[src/rtl/nco_sweep_ctrl.sv]
// Stepped linear-chirp generator feeding the NCO phase-increment port.
// Optional step counter output enabled by defining NCO_SWEEP_CNT_EN.
//
// state | meaning
// IDLE  | waiting for start; phi_inc_o holds its last value
// HOLD  | dwelling on the current tuning word
// FIN   | end-of-sweep decision; resolved on the edge ending the last point
module nco_sweep_ctrl #(
  parameter int apr = 32,
  parameter int dwc = 16
`ifdef NCO_SWEEP_CNT_EN
  ,
  parameter int scw = 16
`endif
) (
  input  logic           clk,
  input  logic           reset_n,
  input  logic           clken,
  input  logic           start,
  input  logic           abort,
  input  logic           mode_rpt,
  input  logic [apr-1:0] f_start,
  input  logic [apr-1:0] f_stop,
  input  logic [apr-1:0] f_step,
  input  logic [dwc-1:0] dwell,
  output logic [apr-1:0] phi_inc_o,
  output logic           busy,
  output logic           done,
  output logic           wrap
`ifdef NCO_SWEEP_CNT_EN
  ,
  output logic [scw-1:0] step_idx
`endif
);

  typedef enum logic [1:0] {IDLE, HOLD, FIN} state_t;

  state_t         state;
  logic [apr-1:0] start_q, stop_q, step_q;
  logic [dwc-1:0] dwell_q, cnt;
  logic           rpt_q, dir_dn, single_q;

  logic [apr:0]   sum, diff;
  logic [apr-1:0] next_phi;
  logic           last_pt;

  // One extra bit exposes carry/borrow so a wrapped result clamps to f_stop.
  always_comb begin
    sum      = {1'b0, phi_inc_o} + {1'b0, step_q};
    diff     = {1'b0, phi_inc_o} - {1'b0, step_q};
    next_phi = sum[apr-1:0];
    if (dir_dn) begin
      if (diff[apr] || (diff[apr-1:0] < stop_q)) next_phi = stop_q;
      else                                       next_phi = diff[apr-1:0];
    end else begin
      if (sum[apr] || (sum[apr-1:0] > stop_q))   next_phi = stop_q;
      else                                       next_phi = sum[apr-1:0];
    end
    last_pt = single_q || (phi_inc_o == stop_q);
  end

  always_ff @(posedge clk or negedge reset_n) begin
    if (!reset_n) begin
      state     <= IDLE;
      phi_inc_o <= '0;
      busy      <= 1'b0;
      done      <= 1'b0;
      wrap      <= 1'b0;
      start_q   <= '0;
      stop_q    <= '0;
      step_q    <= '0;
      dwell_q   <= '0;
      cnt       <= '0;
      rpt_q     <= 1'b0;
      dir_dn    <= 1'b0;
      single_q  <= 1'b0;
`ifdef NCO_SWEEP_CNT_EN
      step_idx  <= '0;
`endif
    end else begin
      done <= 1'b0;
      wrap <= 1'b0;
      case (state)
        IDLE: begin
          if (start && !abort) begin
            start_q   <= f_start;
            stop_q    <= f_stop;
            step_q    <= f_step;
            dwell_q   <= dwell;
            rpt_q     <= mode_rpt;
            dir_dn    <= (f_stop < f_start);
            single_q  <= (f_step == '0) || (f_start == f_stop);
            phi_inc_o <= f_start;
            cnt       <= '0;
            busy      <= 1'b1;
            state     <= HOLD;
`ifdef NCO_SWEEP_CNT_EN
            step_idx  <= '0;
`endif
          end
        end
        HOLD: begin
          if (abort) begin
            cnt   <= '0;
            busy  <= 1'b0;
            state <= IDLE;
          end else if (clken) begin
            if (cnt != dwell_q) begin
              cnt <= cnt + dwc'(1);
            end else begin
              cnt <= '0;
              if (last_pt) begin
                // FIN work done in place so the sweep end costs no extra clk
                if (rpt_q) begin
                  wrap      <= 1'b1;
                  phi_inc_o <= start_q;
`ifdef NCO_SWEEP_CNT_EN
                  step_idx  <= '0;
`endif
                end else begin
                  done  <= 1'b1;
                  busy  <= 1'b0;
                  state <= IDLE;
                end
              end else begin
                phi_inc_o <= next_phi;
`ifdef NCO_SWEEP_CNT_EN
                if (step_idx != '1) step_idx <= step_idx + scw'(1);
`endif
              end
            end
          end
        end
        default: begin
          busy  <= 1'b0;
          state <= IDLE;
        end
      endcase
    end
  end

endmodule

[config.mk]
export PLATFORM = sky130hd
export DESIGN_NAME = nco_sweep_ctrl
export DESIGN_NICKNAME = d
export VERILOG_FILES = /design/src/rtl/nco_sweep_ctrl.sv
export SDC_FILE = /design/constraint.sdc
export NUM_CORES = 1
export LEC_CHECK = 0
export ABC_AREA = 1
export CAP_MARGIN = 5
export CORE_MARGIN = 3
export CORE_UTILIZATION = 50
export DETAILED_ROUTE_END_ITERATION = 10
export PLACE_DENSITY = 0.81
export SYNTH_ARGS = -nofsm -noshare
export SYNTH_HDL_FRONTEND = slang
export SYNTH_SLANG_ARGS = --single-unit
[constraint.sdc]
create_clock -name clk -period 7 [get_ports clk]
set_input_delay 1.05 -clock clk [delete_from_list [all_inputs] [get_ports clk]]
set_output_delay 1.05 -clock clk [all_outputs]
set_load 0.02 [all_outputs]
# Word level (Yosys, flattened, before mapping)
# Index checks and enable logic that the tools add are counted.
# word_totals
reg_bits	168
word_cells	86
out_inout_bits	35
in_bits	118
# op_classes
reduce_logical	13
mux	41
n_eq_ne	13
n_lt_le_gt_ge	3
n_addsub	3
# op_table
cell	n
32-bit two-way mux	9
32-bit equality test	2
32-bit < comparator	2
16-bit two-way mux	4
32-bit one-hot mux with 2 select lines	1
32-bit by 32-bit adder with 33-bit output	1
32-bit by 32-bit subtractor with 33-bit output	1
32-bit greater-than comparator	1
32-bit logical NOT	1
16-bit one-hot mux with 2 select lines	1
1-bit two-way mux	18
16-bit by 1-bit adder with 16-bit output, second input constant	1
16-bit != test	1
3-bit != test, second input constant	5
2-bit two-way mux	6
2-bit != test, second input constant	4
6-bit AND reduction	1
5-bit AND reduction	1
1-bit logical OR	4
2-bit one-hot mux with 2 select lines	1
3-bit AND reduction	1
2-bit by 1-bit equality test with 1-bit output, second input constant	1
2-bit logical NOT	1
1-bit one-hot mux with 2 select lines	1
4 further kinds	4

# Longest topological paths before layout
# Gate-level depths: netlist of the first run.
# depth
ltp_word	10
mapped_depth	32
ltp_nobuf	30

# Worst setup path after synthesis of the first run
# OpenSTA, ideal clock, no wires.
# synth_timing
path_type	reg2reg
from	reg phi_inc_o[0]
to	reg phi_inc_o[10]
n_path_buf	1
arrival_ns	3.516
setup_slack_ns	3.363
setup_ns	0.121
required_ns	6.879
period_less_slack_ns	3.637
stages_incl_launch_ff	28
cell_sequence	dfrtp_1 inv_1 ha_1 inv_1 fa_1 nand3_1 nand3_1 nand2_1 nand2_1 nand2_1 nand2_1 nand2_1 nand3_1 nand2_1 inv_1 ha_1 nand2_1 nor2_1 nand4_1 nor4_1 nand2_1 nand2_1 clkbuf_1 nand3_1 nand3_1 nand3_1 nand2_1 a21boi_1
# synth_via
elab_chain_cells	10
elab_cells_between_ends	18
cone_classes	2 x add/sub; 2 x order compare; 2 x eq/ne; 8 x mux; 4 x reduce/logical
# synth_rtl
element	line_no	text
from (decl)	26	output logic [apr-1:0] phi_inc_o,
from (signal assigned)	93	phi_inc_o <= f_start;
from (signal assigned)	116	phi_inc_o <= start_q;
from (signal assigned)	126	phi_inc_o <= next_phi;
32-bit by 32-bit adder with 33-bit output / 32-bit by 32-bit subtractor with 33-bit output (equally long branches)	49, 50	
32-bit greater-than comparator / 32-bit < comparator (equally long branches)	56, 53	
1-bit logical OR (on tied branches)	56, 53	
32-bit two-way mux (on tied branches)	56, 53	
32-bit two-way mux	52	if (dir_dn) begin
32-bit two-way mux	112	if (last_pt) begin
32-bit two-way mux	108	if (cnt != dwell_q) begin
32-bit two-way mux	107	end else if (clken) begin
32-bit two-way mux	103	if (abort) begin
32-bit one-hot mux with 2 select lines	83	case (state)
# Parallel ways exist; a longest one is shown, timed or not. The select of a mux whose other input is x is not followed.
# A chain may end at the register's enable or synchronous reset.

# Worst setup path in the final report of the first run
# layout_timing
from	reg phi_inc_o[19]
to	reg phi_inc_o[4]
# Same word-level chain as after synthesis.

==> key figures, run 1 <==
Final layout
  • Final net count: 3110
  • Fillers: 3248
  • Ant. Diodes: 0
  • Layout cells sized above 1: 2.85%
  • Post-synthesis to final-layout area growth: 13.7%

Clock tree
  • Clock slew seen by the registers of the worst setup and hold paths: 0.08 ns
  • CTS tree: yes
  • Post_cts resized: 0
  • TritonCTS buffer count: 17
  • Clk_lat worst skew: 0.46 ns
  • Htree depth: 4
  • CTS Sinks: 166
  • Clock root buffer: clkbuf_16
  • Setup Fix Bufs, Post-CTS: 0
  • # hold bufs at CTS: 0
  • CTS Buffer Depth: 2

Global routing
  • Gr usage total: 32.9%
  • Initial antenna violation count: 0
  • Largest net degree at the start of global routing: 101
  • Vias in the first global route: 16900
  • GRT overflow: 0
  • Global-route wire length before repair: 92.0 mm

Worst setup path
  • Stages on worst setup path: 25
  • WS Path Type: flop to flop
  • Crit. End Element: flop
  • CP Buf/Inv Count: 3
  • Crit path max-delay cell type: dfrtp_1
  • Largest delay share family, worst path: simple AND/OR/NAND/NOR gates
  • CP max stage delay: 0.52 ns
  • Max FO, Critical Path: 32
  • Crit path capture: phi_inc_o[4]$_DFFE_PN0P_
  • Req. time, crit path: 7.35 ns
  • R2R setup slack: 2.15 ns
  • Crit path from: phi_inc_o[19]$_DFFE_PN0P_
  • Most used cell, CP: nand2_1
  • Startpoint Class: flop
  • Worst r2r src: phi_inc_o[19]$_DFFE_PN0P_
  • Critical Path AT: 5.20 ns
  • RR Endpoint: phi_inc_o[4]$_DFFE_PN0P_
  • Worst R2R Path Depth: 25

Placed design
  • GPL Wtd Cong: 0.969
  • PortBufs: 152
  • Dpl ws: 2.30 ns
  • HPWL Detailed: 47.1 mm

STA
  • Upper clock frequency limit: 0.206 GHz
  • Slew @ Worst Pin: 1.17 ns
  • RSZ-0062 raised after global routing: no
  • Final Skew: 0.0193 ns
  • Setup Total Neg Slack: 0 ns
  • Fin. max-slew vios: 0
  • Final period util: 69.3%
  • Final Worst Setup Slack: 2.15 ns
  • Final Setup Violations: 0
  • Slew headroom: 21.6%
  • Final-report hold violation count: 0
  • Tmin final: 4.85 ns

Flow run
  • Max-cap violations: 0

Routing
  • Final wirelength: 59.2 mm
  • Initial drt markers: 1677
  • Vias after detailed routing: 17800
  • Drt drc: 0
  • Per-cell routed wire length: 18.0 um
  • DRT Pass-1 Iters: 6
  • Detailed-route vias per instance: 5.41
  • Post-DRT Antenna Nets: 0

Synth
  • FF+latch count, synth: 166
  • Most frequent cell after synthesis: nand2_1
  • Top cells by count, synth: 885 x nand2_1, 503 x inv_1, 260 x nor2_1
  • Cells after Synth: 2743
  • Predominant post-synthesis flop cell: dfrtp_1
  • Most area-consuming cells after synthesis: dfrtp_1 25%, nand2_1 20%, ha_1 12%
  • YS warnings: 0
  • Syn_nets: 3023
  • Synth cell types: 46
  • Syn_area_per_cell: 6.11 um2
  • FFs w/ async S/R, synth: 100%
  • Cell Area, Synth: 16800 um2
  • Largest area contributor in the netlist: dfrtp_1
  • EDFF count, synth: 0
  • Yosys top cell area share: 24.8%
  • Register area share after synthesis: 24.8%

Floorplanning
  • Die Ht: 189 um
  • Initial core utilization: 51.1%
  • Die Area: 35700 um2
  • Die width: 189 um
  • Row cnt: 66
  • Core area: 32800 um2
  • Top Ports: 153

Worst hold path
  • Worst min path class: flop to flop

Status
  • Status: completed
area by class of cell:
| cell class | instances | area, um2 | area share, % |
|---|---|---|---|
| multi-input combinational | 1971 | 10200 | 53.6 |
| clock buffer | 22 | 464 | 2.44 |
| timing repair buffer | 164 | 1610 | 8.47 |
| clock inverter | 10 | 135 | 0.709 |
| sequential | 166 | 4150 | 21.8 |
| tap | 442 | 553 | 2.90 |
| inverter | 510 | 1910 | 10.0 |
cells in the final DEF (no fill, tap or decap), types with 40 or more instances in the layout:
master	n
xor2_1	40
nand2_1	885
dfrtp_1	166
nand3_1	222
o21ai_0	126
a21oi_1	89
inv_1	502
ha_1	160
clkdlybuf4s50_1	151
nand4_1	44
nor2_1	260
worst reg2reg max path: cells and delay by family (launching register included):
kind / cells / cell delay (ns)
DFF: 1 / 0.52
and+or+nand+nor: 16 / 2.32
buffers and inverters: 3 / 0.53
adders and majority gates: 2 / 0.83
AOI/OAI and AO/OA: 4 / 0.56
how the worst min path moves through the flow:
stage | start | to | slack, ns | depth (start not counted)
CTS | start_q[20]$_DFFE_PN0P_ | start_q[20]$_DFFE_PN0P_ | 0.49 | 2
floorplan | start_q[0]$_DFFE_PN0P_ | start_q[0]$_DFFE_PN0P_ | 0.45 | 2
detailed placement | start_q[20]$_DFFE_PN0P_ | start_q[20]$_DFFE_PN0P_ | 0.47 | 2
global placement | start_q[15]$_DFFE_PN0P_ | start_q[15]$_DFFE_PN0P_ | 0.47 | 2
finish | start_q[5]$_DFFE_PN0P_ | start_q[5]$_DFFE_PN0P_ | 0.49 | 2
global route | start_q[6]$_DFFE_PN0P_ | start_q[6]$_DFFE_PN0P_ | 0.52 | 2
routing by layer:
metal  up-vias  track usage, %  share of wire [%]
met5         -               0                  0
met4         0            9.20                2.7
met3        76            6.24                8.5
met2       732            52.6                 45
met1      8326            45.5                 44
li1       8646               -                  -
metrics by stage:
stage | hold WS, ns | cells | cell area, um2 | utilization (%)
after floorplan | 0.454 | 2743 | 16800 | -
after global placement | 0.467 | 3253 | 18500 | 56.3
after detailed placement | 0.474 | 3253 | 18500 | 56.3
after CTS | 0.491 | 3285 | 19100 | 58.1
after global routing | 0.516 | 3285 | 19100 | 58.1
final | 0.489 | 3285 | 19100 | 58.1
registers in the layout, summed over array words and instances (netlist names):
register,cells
phi_inc_o,32
start_q,32
step_q,32
stop_q,32
cnt,16
dwell_q,16
busy,1
dir_dn,1
done,1
rpt_q,1
single_q,1
wrap,1
cell families after synthesis:
kind of cell    after synthesis  share of synthesized area, %
simple gates               1479                          36.6
buf+inv                     606                          14.3
compound gates              272                          9.10
flops                       166                          24.8
fa+ha+maj                   162                          12.2
xor+xnor                     58                          3.03
Power of run 1 is not shown: default switching activity piles up to over one toggle a cycle in this logic, so the estimate is an artifact.
==> run 2: changes to the inputs <==
Settings changed: PLACE_DENSITY 0.81 to 0.84.
Clock period 7 ns to 4.3 ns, I/O delays scaled along.
==> run 2 against run 1 <==
  * Worst setup slack worse by 2.0 ns
  * Critical path depth is 1 lower
  * Routed wire length up 5.5%
  * Highest routed layer unchanged
==> key figures, run 2 (synthesized netlist as in run 1, its figures left out) <==
Global routing
  • Largest net degree at the start of global routing: 100 (was 101)
  • Gr usage total: 34.4% (was 32.9%)
  • Initial antenna violation count: 0 (unchanged)
  • GRT overflow: 0 (unchanged)
  • Vias in the first global route: 17600 (was 16900)
  • Global-route wire length before repair: 95.9 mm (was 92.0 mm)

Floorplanning
  • Top Ports: 153 (unchanged)
  • Die Ht: 189 um (unchanged)
  • Initial core utilization: 51.1% (unchanged)
  • Die Area: 35700 um2 (unchanged)
  • Die width: 189 um (unchanged)
  • Core area: 32800 um2 (unchanged)
  • Row cnt: 66 (unchanged)

Routing
  • Vias after detailed routing: 18700 (was 17800)
  • Detailed-route vias per instance: 5.54 (was 5.41)
  • DRT Pass-1 Iters: 8 (was 6)
  • Final wirelength: 62.4 mm (was 59.2 mm)
  • Per-cell routed wire length: 18.5 um (was 18.0 um)
  • Initial drt markers: 2093 (was 1677)
  • Post-DRT Antenna Nets: 0 (unchanged)
  • Drt drc: 0 (unchanged)

Final layout
  • Post-synthesis to final-layout area growth: 20.7% (was 13.7%)
  • Most common cell after layout, fill and taps aside: nand2_1 (unchanged)
  • Multi-input gate area: 10700 um2 (was 10200 um2)
  • Fillers: 3033 (was 3248)
  • Post-layout util: 61.7% (was 58.1%)
  • Layout cells sized above 1: 8.58% (was 2.85%)
  • Most frequent cells in the layout: 863 x nand2_1, 500 x inv_1, 241 x nor2_1, 216 x nand3_1, 163 x dfrtp_1 (was 885 x nand2_1, 502 x inv_1, 260 x nor2_1, 222 x nand3_1, 166 x dfrtp_1)
  • Non-Filler Instances: 3368 (was 3285)
  • Storage element area: 4160 um2 (was 4150 um2)
  • Final net count: 3193 (was 3110)
  • Ant. Diodes: 0 (unchanged)

Worst setup path
  • Max FO, Critical Path: 32 (unchanged)
  • WS Path Type: flop to flop (unchanged)
  • Crit path from: phi_inc_o[0]$_DFFE_PN0P_ (was phi_inc_o[19]$_DFFE_PN0P_)
  • Critical Path AT: 4.55 ns (was 5.20 ns)
  • Worst r2r src: phi_inc_o[0]$_DFFE_PN0P_ (was phi_inc_o[19]$_DFFE_PN0P_)
  • Crit. End Element: flop (unchanged)
  • Startpoint Class: flop (unchanged)
  • R2R setup slack: 0.1 ns (was 2.15 ns)
  • Req. time, crit path: 4.65 ns (was 7.35 ns)

STA
  • Upper clock frequency limit: 0.238 GHz (was 0.206 GHz)
  • Tmin final: 4.20 ns (was 4.85 ns)
  • Final Worst Setup Slack: 0.0988 ns (was 2.15 ns)
  • Final period util: 97.7% (was 69.3%)
  • Fin. max-slew vios: 0 (unchanged)
  • Final Setup Violations: 0 (unchanged)
  • Final Skew: 0.0108 ns (was 0.0193 ns)
  • Slew @ Worst Pin: 1.32 ns (was 1.17 ns)
  • Slew headroom: 12.1% (was 21.6%)
  • Final-report hold violation count: 0 (unchanged)

Clock tree
  • Clock root buffer: clkbuf_16 (unchanged)
  • Htree depth: 4 (unchanged)
  • Clk_lat worst skew: 0.46 ns (about the same)
  • CTS tree: yes (unchanged)
  • TritonCTS buffer count: 17 (unchanged)
  • CTS Buffer Depth: 2 (unchanged)
  • Clock slew seen by the registers of the worst setup and hold paths: 0.08 ns (about the same)
  • CTS Sinks: 166 (unchanged)

Flow run
  • Max-cap violations: 0 (unchanged)

Placed design
  • Placed instance count: 3331 (was 3253)
  • HPWL Detailed: 48.9 mm (was 47.1 mm)
  • Dpl ws: -0.202 ns (was 2.30 ns)
  • PortBufs: 152 (unchanged)
  • GPL Wtd Cong: 1.02 (was 0.969)

Worst hold path
  • Worst min path class: input port to async pin (was flop to flop)

Status
  • Status: completed (unchanged)
==> run 2: repair_timing <==
action,in CTS,in global routing
resized for setup,3,101
pin swaps,0,11
hold buffers,0,0
setup endpoints to repair,32,32
buffers inserted,0,5
==> run 2: worst paths after layout <==
kind / to / cells past startpoint
setup / recovery: phi_inc_o[25]$_DFFE_PN0P_ / 24
hold / removal: cnt[4]$_DFFE_PN0P_ / 1
setup reg to reg: phi_inc_o[25]$_DFFE_PN0P_ / 24
hold reg to reg: start_q[24]$_DFFE_PN0P_ / 2
max in group asynchronous: step_q[12]$_DFFE_PN0P_ / 2
min in group clk: start_q[24]$_DFFE_PN0P_ / 2
==> run 2: critical path: stages, from the launching register on <==
cell and delay, ns:
dfrtp_1 0.43, ha_1 0.24, fa_1 0.43, nand2_1 0.11, nand2_1 0.09, and2_1 0.18
nand2_1 0.09, nand3_2 0.17, xor2_1 0.41, inv_1 0.09, ha_1 0.29, nand3_1 0.12
nor2_2 0.22, nand2_1 0.08, nand2_1 0.13, nand2_1 0.06, nand2_1 0.07, nand2_2 0.08
nand2_2 0.09, buf_12 0.20, nand2_1 0.09, nand3_1 0.09, nand3_1 0.12, nand2_1 0.13
a21oi_2 0.05
==> run 2: layout make-up <==
type / instances / share of cell area, %
clock buffers: 17 / 2.10
clock inverters: 15 / 0.934
inverters: 510 / 9.47
multi-input cells: 1971 / 52.7
flip-flops and latches: 166 / 20.6
well taps: 442 / 2.73
repair buffers: 247 / 11.5
==> run 2: metrics by stage <==
stage,hold WS (ns),setup TNS [ns],area [um2]
5_1_grt,0.359,-0.191,20200
2_1_floorplan,0.349,0,16800
4_1_cts,0.321,0,19700
3_5_place_dp,0.473,-3.55,19100
6_report,0.275,0,20200
3_3_place_gp,0.466,-1.51,19100
==> run 2: metal layers <==
layer	track usage (%)	share of wire [%]	up-vias
li1	-	-	8809
met1	48.2	42	8677
met5	0	0	-
met4	10.5	3.0	0
met3	7.17	11	107
met2	53.3	44	1062
Power of run 2 is left out for the same reason.
